File: src/rtl/sram_read_ctrl.sv
// sram_read_ctrl: readback walker for the sample SRAM ring buffer.
// After a capture completes it reads READ_LEN words ending just before the
// writer's final address, handing one word to the MCU per RD_REQ.
// Optional build macro SRAM_RD_PREFETCH_EN adds a one-word prefetch register
// so that a request is answered on the next edge while the following word is
// fetched in the background.
module sram_read_ctrl #(
    parameter int ADDR_W    = 18,
    parameter int DATA_W    = 16,
    parameter int SRAM_WAIT = 1
) (
    input  logic              CLK,
    input  logic              nRESET,
    input  logic              Start_Read,
    input  logic              Stop_Read,
    input  logic              Write_Ready,
    input  logic [ADDR_W-1:0] ADDR_CNT_IN,
    input  logic [ADDR_W-1:0] READ_LEN,
    input  logic              RD_REQ,
    input  logic [DATA_W-1:0] SRAM_DATA_IN,
    output logic [ADDR_W-1:0] SRAM_ADDR,
    output logic              SRAM_OE,
    output logic [DATA_W-1:0] DATA_OUT,
    output logic              DATA_VALID,
    output logic              Read_Busy,
    output logic              Read_Done
);

    typedef enum logic [2:0] {
        S_IDLE     = 3'd0,
        S_ARM      = 3'd1,
        S_SETUP    = 3'd2,
        S_WAIT_REQ = 3'd3,
        S_FETCH    = 3'd4,
        S_LATCH    = 3'd5,
        S_DONE     = 3'd6
    } state_t;

    localparam logic [ADDR_W-1:0] ADDR_ONE  = ADDR_W'(1);
    localparam logic [ADDR_W-1:0] ADDR_ZERO = ADDR_W'(0);
    localparam logic [2:0]        WAIT_LAST = 3'(SRAM_WAIT);

    state_t              state_q, state_d;
    logic [ADDR_W-1:0]   addr_q, addr_d;
    logic [ADDR_W-1:0]   cnt_q, cnt_d;
    logic [2:0]          wait_q, wait_d;
    logic                oe_q, oe_d;
    logic [DATA_W-1:0]   dout_q, dout_d;
    logic                dv_q, dv_d;
    logic                busy_q, busy_d;
    logic                done_q, done_d;
    logic                start_prev_q;
    logic                start_rise_s;
`ifdef SRAM_RD_PREFETCH_EN
    logic [DATA_W-1:0]   pf_data_q, pf_data_d;
    logic                pend_q, pend_d;
`endif

    assign start_rise_s = Start_Read & ~start_prev_q;

    // Next-state, address/count bookkeeping and output register inputs.
    always_comb begin
        state_d = state_q;
        addr_d  = addr_q;
        cnt_d   = cnt_q;
        wait_d  = wait_q;
        oe_d    = oe_q;
        dout_d  = dout_q;
        dv_d    = 1'b0;
`ifdef SRAM_RD_PREFETCH_EN
        pf_data_d = pf_data_q;
        pend_d    = pend_q;
`endif
        if (Stop_Read) begin
            // Abort wins over everything; address and data are left as they are.
            state_d = S_IDLE;
            oe_d    = 1'b1;
`ifdef SRAM_RD_PREFETCH_EN
            pend_d  = 1'b0;
`endif
        end else begin
            case (state_q)
                S_IDLE: begin
                    if (start_rise_s) begin
                        state_d = S_ARM;
                    end else begin
                        state_d = S_IDLE;
                    end
                end
                S_ARM: begin
                    if (Write_Ready) begin
                        state_d = S_SETUP;
                    end else begin
                        state_d = S_ARM;
                    end
                end
                S_SETUP: begin
                    // Oldest word of the window: borrow discarded gives the ring wrap.
                    addr_d = ADDR_CNT_IN - READ_LEN;
                    cnt_d  = READ_LEN;
`ifdef SRAM_RD_PREFETCH_EN
                    pend_d = 1'b0;
                    if (READ_LEN == ADDR_ZERO) begin
                        state_d = S_DONE;
                    end else begin
                        state_d = S_FETCH;
                        oe_d    = 1'b0;
                        wait_d  = 3'd0;
                    end
`else
                    if (READ_LEN == ADDR_ZERO) begin
                        state_d = S_DONE;
                    end else begin
                        state_d = S_WAIT_REQ;
                    end
`endif
                end
                S_WAIT_REQ: begin
`ifdef SRAM_RD_PREFETCH_EN
                    // Prefetched word is always valid here; serve it at once.
                    if (RD_REQ) begin
                        dout_d = pf_data_q;
                        dv_d   = 1'b1;
                        if (cnt_q == ADDR_ZERO) begin
                            state_d = S_DONE;
                        end else begin
                            state_d = S_FETCH;
                            oe_d    = 1'b0;
                            wait_d  = 3'd0;
                        end
                    end else begin
                        state_d = S_WAIT_REQ;
                    end
`else
                    if (RD_REQ) begin
                        state_d = S_FETCH;
                        oe_d    = 1'b0;
                        wait_d  = 3'd0;
                    end else begin
                        state_d = S_WAIT_REQ;
                    end
`endif
                end
                S_FETCH: begin
`ifdef SRAM_RD_PREFETCH_EN
                    if (RD_REQ) begin
                        pend_d = 1'b1;
                    end else begin
                        pend_d = pend_q;
                    end
                    if (wait_q == WAIT_LAST) begin
                        addr_d = addr_q + ADDR_ONE;
                        cnt_d  = cnt_q - ADDR_ONE;
                        if (pend_q || RD_REQ) begin
                            // A request is already waiting: hand the word straight over.
                            dout_d = SRAM_DATA_IN;
                            dv_d   = 1'b1;
                            pend_d = 1'b0;
                            if (cnt_q == ADDR_ONE) begin
                                state_d = S_DONE;
                                oe_d    = 1'b1;
                            end else begin
                                state_d = S_FETCH;
                                oe_d    = 1'b0;
                                wait_d  = 3'd0;
                            end
                        end else begin
                            pf_data_d = SRAM_DATA_IN;
                            state_d   = S_WAIT_REQ;
                            oe_d      = 1'b1;
                        end
                    end else begin
                        wait_d = wait_q + 3'd1;
                    end
`else
                    if (wait_q == WAIT_LAST) begin
                        // Data is sampled while OE is still low, then OE is released.
                        dout_d  = SRAM_DATA_IN;
                        dv_d    = 1'b1;
                        oe_d    = 1'b1;
                        addr_d  = addr_q + ADDR_ONE;
                        cnt_d   = cnt_q - ADDR_ONE;
                        state_d = S_LATCH;
                    end else begin
                        wait_d = wait_q + 3'd1;
                    end
`endif
                end
                S_LATCH: begin
                    if (cnt_q == ADDR_ZERO) begin
                        state_d = S_DONE;
                    end else begin
                        state_d = S_WAIT_REQ;
                    end
                end
                S_DONE: begin
                    if (!Start_Read) begin
                        state_d = S_IDLE;
                    end else begin
                        state_d = S_DONE;
                    end
                end
                default: begin
                    state_d = S_IDLE;
                    oe_d    = 1'b1;
                end
            endcase
        end
        busy_d = (state_d != S_IDLE) && (state_d != S_DONE);
        done_d = (state_d == S_DONE);
    end

    // State and output registers; reset releases OE without waiting for a clock.
    always_ff @(posedge CLK or negedge nRESET) begin
        if (!nRESET) begin
            state_q      <= S_IDLE;
            addr_q       <= ADDR_ZERO;
            cnt_q        <= ADDR_ZERO;
            wait_q       <= 3'd0;
            oe_q         <= 1'b1;
            dout_q       <= {DATA_W{1'b0}};
            dv_q         <= 1'b0;
            busy_q       <= 1'b0;
            done_q       <= 1'b0;
            start_prev_q <= 1'b0;
        end else begin
            state_q      <= state_d;
            addr_q       <= addr_d;
            cnt_q        <= cnt_d;
            wait_q       <= wait_d;
            oe_q         <= oe_d;
            dout_q       <= dout_d;
            dv_q         <= dv_d;
            busy_q       <= busy_d;
            done_q       <= done_d;
            start_prev_q <= Start_Read;
        end
    end

`ifdef SRAM_RD_PREFETCH_EN
    // Prefetch word and pending-request flag.
    always_ff @(posedge CLK or negedge nRESET) begin
        if (!nRESET) begin
            pf_data_q <= {DATA_W{1'b0}};
            pend_q    <= 1'b0;
        end else begin
            pf_data_q <= pf_data_d;
            pend_q    <= pend_d;
        end
    end
`endif

    assign SRAM_ADDR  = addr_q;
    assign SRAM_OE    = oe_q;
    assign DATA_OUT   = dout_q;
    assign DATA_VALID = dv_q;
    assign Read_Busy  = busy_q;
    assign Read_Done  = done_q;

endmodule

File: config.mk
export PLATFORM = sky130hd
export DESIGN_NAME = sram_read_ctrl
export DESIGN_NICKNAME = d
export VERILOG_FILES = /design/src/rtl/sram_read_ctrl.sv
export SDC_FILE = /design/constraint.sdc
export NUM_CORES = 1
export LEC_CHECK = 0
export CAP_MARGIN = 15
export CORE_AREA = 2 2 118 74
export CTS_BUF_LIST = sky130_fd_sc_hd__clkbuf_16
export DETAILED_ROUTE_END_ITERATION = 8
export DIE_AREA = 0 0 120 76
export PLACE_DENSITY = 0.94
export SYNTH_ARGS = -nofsm -noshare
export SYNTH_HDL_FRONTEND = slang
export SYNTH_SLANG_ARGS = --single-unit
File: constraint.sdc
create_clock -name CLK -period 5.5 [get_ports CLK]
set_clock_uncertainty 0.1 [all_clocks]
set_input_delay 1.1 -clock CLK [delete_from_list [all_inputs] [get_ports CLK]]
set_output_delay 1.1 -clock CLK [all_outputs]
set_load 0.1 [all_outputs]
[Word level (Yosys, flattened, before mapping)]
Cells that the tools add are included.
Operators by class
  $add $sub $neg: 4
  multipliers: 0
  divide/modulo/power cells: 0
  $lt $le $gt $ge: 0
  eq/ne operators: 15
  shift-type cells: 0
  mux-type cells: 23
  bitwise logic cells: 3
  reduce and logical (&&, ||, !) cells: 12
Operator list (count)
  18-bit one-hot mux with 2 select lines: 2
  18-bit logical NOT: 2
  18-bit 2-to-1 mux: 2
  3-bit 2-to-1 mux: 8
  3-bit one-hot mux with 7 select lines: 1
  18-bit by 1-bit adder with 18-bit output, second input constant: 1
  18-bit by 1-bit subtractor with 18-bit output, second input constant: 1
  18-bit subtractor: 1
  3-bit == test, second input constant: 4
  3-bit != test, second input constant: 3
  3-bit AND reduction: 3
  1-bit 2-to-1 mux: 7
  3-bit by 1-bit == test with 1-bit output, second input constant: 2
  3-bit by 2-bit == test with 1-bit output, second input constant: 2
  2-bit != test, second input constant: 3
  3-bit one-hot mux with 2 select lines: 1
  5-bit OR reduction: 1
  4-bit AND reduction: 1
  2-bit nonzero test: 2
  3-bit by 1-bit adder with 3-bit output, second input constant: 1
  3-bit logical NOT: 1
  1-bit one-hot mux with 3 select lines: 1
  3-bit nonzero test: 1
  2-bit 2-to-1 mux: 1
  other kinds (4): 5
Word-level totals
  flip-flop bits (word level): 63
  latch bits: 0
  memory bits (writable): 0
  memory bits (read-only): 0
  input bits: 58
  output and inout port bits: 38
  logic and storage cells: 67
  memories: 0

[Longest topological paths before layout]
Gate-level depths: netlist (run 1).
  depth after elaboration: 7
  gate-level depth with buffers: 10
  depth with buffers taken out: 10

[Worst setup path after synthesis (run 1)]
OpenSTA, ideal clock, no wires.
  path type: in2reg
  start point: input port ADDR_CNT_IN[0]
  end point: register addr_q[16], in the netlist SRAM_ADDR[16]
  library setup time: 0.083 ns
  arrival time: 2.927 ns
  required time: 5.317 ns
  slack: 2.390 ns
  stages: 10
  path buffers: 0
  cells stage by stage: inv_1 -> ha_1 -> inv_1 -> fa_1 -> a21o_1 -> a221o_1 -> a31oi_1 -> o211ai_1 -> xnor2_1 -> o21ai_0
Between the ends
  longest elaborated chain between the ends: 2
RTL lines
  start, declared: RTL line 17  | input logic [ADDR_W-1:0] ADDR_CNT_IN,
  18-bit subtractor: RTL line 99  | addr_d = ADDR_CNT_IN - READ_LEN;
  18-bit one-hot mux with 2 select lines: RTL line 82  | case (state_q)
  end signal, assigned: RTL line 228  | addr_q <= addr_d;
  end, declared: RTL line 44  | logic [ADDR_W-1:0] addr_q, addr_d;
Every way passes these cells.
A chain may end at the register's enable or synchronous reset.

[Worst setup path in the final report (run 1)]
  start point: input port READ_LEN[0]
  end point: register addr_q[14], in the netlist SRAM_ADDR[14]
Between the ends
  longest elaborated chain between the ends: 2
RTL lines
  start, declared: RTL line 18  | input logic [ADDR_W-1:0] READ_LEN,
  18-bit subtractor: RTL line 99
  18-bit one-hot mux with 2 select lines: RTL line 82
Every way passes these cells.

==> out/qor.txt, run 1 <==
status = complete, no violations
area leader, netlist = dfrtp_1
fmax = 0.268 GHz
fin crit share = 67.8%
Worst setup SP type = input pin
final core occ = 68.6%
Post-CTS Setup Bufs = 0
count of cell types in the netlist = 66
crit path from = READ_LEN[0]
commonest non-fill, non-tap cell in the layout = clkdlybuf4s50_1
Worst slew margin = 24.4%
IO Pins = 96
post-synthesis cell area = 0.00429 sq mm
n_diodes = 0
most frequent cells in the layout = 94 x clkdlybuf4s50_1, 88 x nand2_1, 62 x dfrtp_1
EDFF count, synth = 0
Hold WC Path Type = reg -> reg
combinational share of power = 45.5%
Post-Route Setup TNS = 0 ps
Die X = 120 microns
Max VDD drop = 592 uV
crit-path max FO = 4
crit path to = SRAM_ADDR[14]$_DFFE_PN0P_
Root Buffer = clkbuf_16
Congestion Overflow GR = 0
global-route usage over all layers = 29.6%
Clock Sinks = 63
number of CTS-inserted buffers = 9
height of the die = 76 microns
dpl hpwl = 9100 microns
filler instances = 624
DRC violations left = 0
first-pass GRT wire length = 21700 microns
area grow syn2layout = 30.4%
DRT antenna net count = 0
Seq cells post-synth = 63
share of the synthesized area in the top cell type = 36.1%
Crit path arrival time = 3850 ps
Worst R2R Path Depth = 8
Placer Congestion = 1.02
clock share of power = 22.9%
clk_lat worst skew = 340 ps
syn nets = 618
pins over their slew limit = 0
vias in the first global route = 4351
sequential share of the synthesized area = 36.8%
CP endpoint kind = register
Nets = 700
vias per std cell = 6.36
1st-pass router iterations = 5
# setup viols final = 0
warnings from Yosys = 0
Core ar. = 0.00817 sq mm
RSZ-0062 raised after global routing = no
sequential power share = 31.6%
Avg Inst Size Synth = 7.98 sq um
final WL = 13400 microns
Tot Pwr = 2540 uW
synthesized instance count = 538
Max Root-Sink Buffers = 2
register clock-pin slew on the reported worst setup and hold paths = 60 ps
Req. time, crit path = 5620 ps
NetSw = 1250 uW
leakage = 0.00237 uW
WL/cell = 18.2 microns
Sw Ratio = 49.3%
I/O Buffers = 95
DRT iter0 DRCs = 596
CTS H-tree lvls = 3
r2r endpoint = SRAM_ADDR[17]$_DFFE_PN0P_
CTS Hold Bufs = 0
Critical Setup Path Class = in -> reg
initial antenna violation count = 0
Final Hold Fails = 0
post-CTS resize count = 0
Main synth FF type = dfrtp_1
Final min period = 3730 ps
FFs w/ async S/R, synth = 100%
FP Rows = 26
largest net degree at the start of global routing = 64
CTS tree = done
Slew @ Worst Pin = 1130 ps
layout cell share with drive strength beyond 1 = 5.44%
ranking of synthesized cells by area = dfrtp_1 36%, nand2_1 7.7%, a21oi_1 6.2%
R2R Path Start = wait_q[1]$_DFFE_PN0P_
vias = 4691
FF-to-FF setup slack = 2330 ps
maxcap violations = 0
Initial Util = 52.6%
Pwr Density = 453 mW/mm^2
Die Area = 0.00912 sq mm
Internal = 1290 uW
-- registers in the layout, indices dropped and copies added (netlist names) --
name	flops
DATA_VALID	1
state_q	3
Read_Busy	1
SRAM_ADDR	18
cnt_q	18
wait_q	3
DATA_OUT	16
Read_Done	1
start_prev_q	1
SRAM_OE	1
-- through the flow --
stage | setup slack, ps | instances | hold slack (ps) | cell area [sq um]
floorplan | 2390 | 538 | 365 | 4290
global placement | 1680 | 721 | 357 | 5300
detailed placement | 1540 | 721 | 362 | 5300
CTS | 1890 | 737 | 376 | 5600
global route | 1550 | 737 | 399 | 5600
finish | 1770 | 737 | 374 | 5600
-- final cells by class --
class / instances / area [sq um] / area share (%)
multi-input cells: 420 / 2500 / 44.7
flip-flops and latches: 63 / 1580 / 28.2
repair buffers: 99 / 976 / 17.4
clock buffers: 9 / 225 / 4.02
well taps: 112 / 140 / 2.50
inverters: 27 / 101 / 1.81
clock inverters: 7 / 72.6 / 1.30
-- kinds of logic (layout without fill, tap and decap cells) --
logic type	count (synthesis)	count (layout)	share of synthesized area [%]
AOI/OAI and AO/OA	165	165	23.6
xor gates and xnor gates	14	14	2.86
adders and majority gates	22	22	6.59
buffers and inverters	55	142	5.10
DFF	63	63	36.8
muxes	3	3	0.729
and+or+nand+nor	216	216	24.4
-- synthesized netlist by cell type (all sizes together), types with 2 or more instances --
| cell | number |
|---|---|
| ha | 21 |
| nand4 | 11 |
| buf | 5 |
| nor2b | 4 |
| o311ai | 2 |
| o211ai | 6 |
| o21a | 4 |
| or3 | 5 |
| or2 | 2 |
| o31a | 5 |
| o22ai | 2 |
| xnor2 | 10 |
| a31oi | 6 |
| nand3b | 3 |
| a32oi | 2 |
| o21ai | 50 |
| nand2 | 88 |
| nand2b | 5 |
| a22oi | 6 |
| a21oi | 53 |
| xor2 | 4 |
| nor2 | 37 |
| mux2i | 2 |
| or4 | 2 |
| inv | 26 |
| a21o | 4 |
| nor4 | 8 |
| clkbuf | 23 |
| a211oi | 3 |
| and2 | 2 |
| a31o | 2 |
| o22a | 4 |
| nor3 | 19 |
| a221o | 2 |
| and4 | 3 |
| nor3b | 3 |
| nand3 | 13 |
| o31ai | 3 |
| and3 | 8 |
| dfrtp | 62 |
-- power by group through the flow --
stage,clock network (uW),registers (uW),logic (uW)
after floorplan,0,1270,322
after global placement,0,778,1110
after detailed placement,0,791,1140
after CTS,581,789,1150
after global routing,603,821,1210
final,581,801,1160
-- per-layer routing --
| layer | vias up | track usage (%) | wire, microns |
|---|---|---|---|
| met2 | 363 | 44.4 | 5870 |
| met1 | 2171 | 41.7 | 5530 |
| met4 | 0 | 10.1 | 349 |
| met3 | 50 | 7.49 | 1660 |
| met5 | - | 0 | 0 |
| li1 | 2107 | - | - |
-- worst min path at each step --
stage                                  start  slack, ps                  endpoint  depth (start not counted)
floorplan              cnt_q[11]$_DFFE_PN0P_        360     cnt_q[11]$_DFFE_PN0P_                          1
global placement    DATA_OUT[11]$_DFFE_PN0P_        360  DATA_OUT[11]$_DFFE_PN0P_                          2
detailed placement   DATA_OUT[8]$_DFFE_PN0P_        360   DATA_OUT[8]$_DFFE_PN0P_                          2
CTS                  DATA_OUT[8]$_DFFE_PN0P_        380   DATA_OUT[8]$_DFFE_PN0P_                          2
global route         DATA_OUT[1]$_DFFE_PN0P_        400   DATA_OUT[1]$_DFFE_PN0P_                          2
finish               DATA_OUT[8]$_DFFE_PN0P_        370   DATA_OUT[8]$_DFFE_PN0P_                          2
-- worst max-delay path, cell delays in order --
cell	delay, ps
clkdlybuf4s50_1	510
ha_1	180
inv_1	60
fa_1	400
a21o_1	230
a221o_1	360
a31oi_1	520
o21ai_0	200
xnor2_1	200
o21ai_0	90
(Power assumes the default switching activity.)
==> run 2: changes to the inputs <==
CORE_AREA = 2 2 122 77   (was 2 2 118 74)
DIE_AREA = 0 0 124 79   (was 0 0 120 76)
PLACE_DENSITY = 0.89   (was 0.94)
clock period = 3.55 ns   (was 5.5 ns; I/O delays follow)
==> run 2 against run 1 <==
  * Die area increased by 7.4%
  * Final cell count increased by 1.1%
  * Power increased by 53%
  * Critical endpoint is now SRAM_ADDR[12]$_DFFE_PN0P_
==> out/qor.txt, run 2 (synthesized netlist as in run 1, its figures left out) <==
WL/cell = 17.5 microns (-4.0%)
DRT iter0 DRCs = 456 (-23%)
DRC violations left = 0 (unchanged)
vias = 4509 (-3.9%)
R2R Path Start = cnt_q[0]$_DFFE_PN0P_
Worst setup SP type = input pin
Critical Setup Path Class = in -> reg
leakage = 0.00240 uW (+1.3%)
Clock Sinks = 63 (unchanged)
initial antenna violation count = 0 (unchanged)
largest net degree at the start of global routing = 41 (-36%)
Die Area = 0.00980 sq mm (+7.4%)
Die X = 124 microns (+3.3%)
vias per std cell = 6.05 (-4.9%)
DRT antenna net count = 0 (unchanged)
Nets = 704 (+0.57%)
crit-path max FO = 4 (unchanged)
register clock-pin slew on the reported worst setup and hold paths = 60 ps (about the same)
area grow syn2layout = 30.0%
FF-to-FF setup slack = 640 ps (-1690 ps)
Placer Congestion = 0.923 (-9.4%)
# setup viols final = 0 (unchanged)
fmax = 0.323 GHz
I/O Buffers = 95 (unchanged)
post-CTS resize count = 0 (unchanged)
Initial Util = 48.9% (-3.7 points)
global-route usage over all layers = 27.1% (-2.5 points)
Crit path arrival time = 3200 ps (-650 ps)
Post-Route Setup TNS = 0 ps (unchanged)
most frequent cells in the layout = 88 x nand2_1, 73 x clkdlybuf4s50_1, 62 x dfrtp_1
maxcap violations = 0 (unchanged)
Worst slew margin = 34.8% (+10 points)
crit path to = SRAM_ADDR[12]$_DFFE_PN0P_
filler instances = 708 (+13%)
first-pass GRT wire length = 20500 microns (-5.6%)
crit path from = READ_LEN[0]
Final Hold Fails = 0 (unchanged)
Slew @ Worst Pin = 975 ps (-159 ps)
CTS Hold Bufs = 0 (unchanged)
CTS H-tree lvls = 3 (unchanged)
height of the die = 79 microns (+3.9%)
Req. time, crit path = 3650 ps (-1970 ps)
dpl hpwl = 9720 microns (+6.8%)
clk_lat worst skew = 340 ps (about the same)
CTS tree = done
Post-CTS Setup Bufs = 0 (unchanged)
Tot Pwr = 3880 uW (+53%)
n_diodes = 0 (unchanged)
Max VDD drop = 821 uV (+39%)
Pwr Density = 695 mW/mm^2 (+53%)
Worst R2R Path Depth = 8 (unchanged)
RSZ-0062 raised after global routing = no
Root Buffer = clkbuf_16
1st-pass router iterations = 5 (unchanged)
Final min period = 3100 ps
fin crit share = 87.2%
register area = 0.00158 sq mm (unchanged)
multi-input logic area = 0.00250 sq mm (unchanged)
pins over their slew limit = 0 (unchanged)
r2r endpoint = Read_Busy$_DFF_PN0_
Max Root-Sink Buffers = 2 (unchanged)
FP Rows = 27 (+3.8%)
Congestion Overflow GR = 0 (unchanged)
final WL = 13000 microns (-3.0%)
vias in the first global route = 4146 (-4.7%)
CP endpoint kind = register
number of CTS-inserted buffers = 9 (unchanged)
status = complete, no violations
Hold WC Path Type = in -> async
commonest non-fill, non-tap cell in the layout = nand2_1
Core ar. = 0.00878 sq mm (+7.6%)
IO Pins = 96 (unchanged)
layout cell share with drive strength beyond 1 = 9.22% (+3.8 points)
==> run 2: how the worst min path moves through the flow <==
stage | slack [ps] | cells after the start | from | end
2_1_floorplan | 310 | 0 | nRESET | DATA_OUT[0]$_DFFE_PN0P_
3_3_place_gp | 360 | 2 | DATA_OUT[1]$_DFFE_PN0P_ | DATA_OUT[1]$_DFFE_PN0P_
3_5_place_dp | 360 | 2 | DATA_OUT[8]$_DFFE_PN0P_ | DATA_OUT[8]$_DFFE_PN0P_
4_1_cts | 250 | 1 | nRESET | start_prev_q$_DFF_PN0_
5_1_grt | 290 | 1 | nRESET | start_prev_q$_DFF_PN0_
6_report | 240 | 1 | nRESET | start_prev_q$_DFF_PN0_
==> run 2: stage by stage <==
stage,cell area (sq um),util (%),hold slack (ps),setup slack [ps],std cells
after detailed placement,5280,60.1,363,155,729
after CTS,5580,63.5,250,512,745
final,5580,63.5,235,454,745
after global routing,5580,63.5,285,316,745
after global placement,5280,60.1,357,277,729
after floorplan,4290,-,314,830,538
==> run 2: worst max-delay path, stage by stage <==
cell	delay, ps
clkdlybuf4s50_1	510
ha_1	180
inv_1	60
fa_1	410
a21o_1	230
a221o_1	360
a31oi_1	210
buf_4	160
o21ai_0	100
xnor2_1	180
a21oi_1	90
==> run 2: area by class of cell <==
| type | instances | share of cell area, % |
|---|---|---|
| Multi-Input combinational cell | 420 | 44.9 |
| Sequential cell | 63 | 28.3 |
| Timing Repair Buffer | 103 | 17.1 |
| Clock buffer | 9 | 4.04 |
| Tap cell | 116 | 2.60 |
| Inverter | 27 | 1.82 |
| Clock inverter | 7 | 1.30 |
==> run 2: routing by layer <==
metal  wire length [microns]  share of wire (%)  GRT usage [%]  up-vias
met3                    1290                9.9           6.47       23
met2                    5610                 43           41.0      264
met5                       0                  0              0        -
met4                     189                1.5           7.75        0
li1                        -                  -              -     2120
met1                    5930                 46           38.6     2102
==> run 2: report_power, final <==
part	leakage (uW)	switching, uW	internal (uW)	total [uW]
clock network	0.000132	340	542	883
registers	0.000797	310	938	1250
logic	0.00147	1270	476	1750
total	0.00240	1920	1960	3880
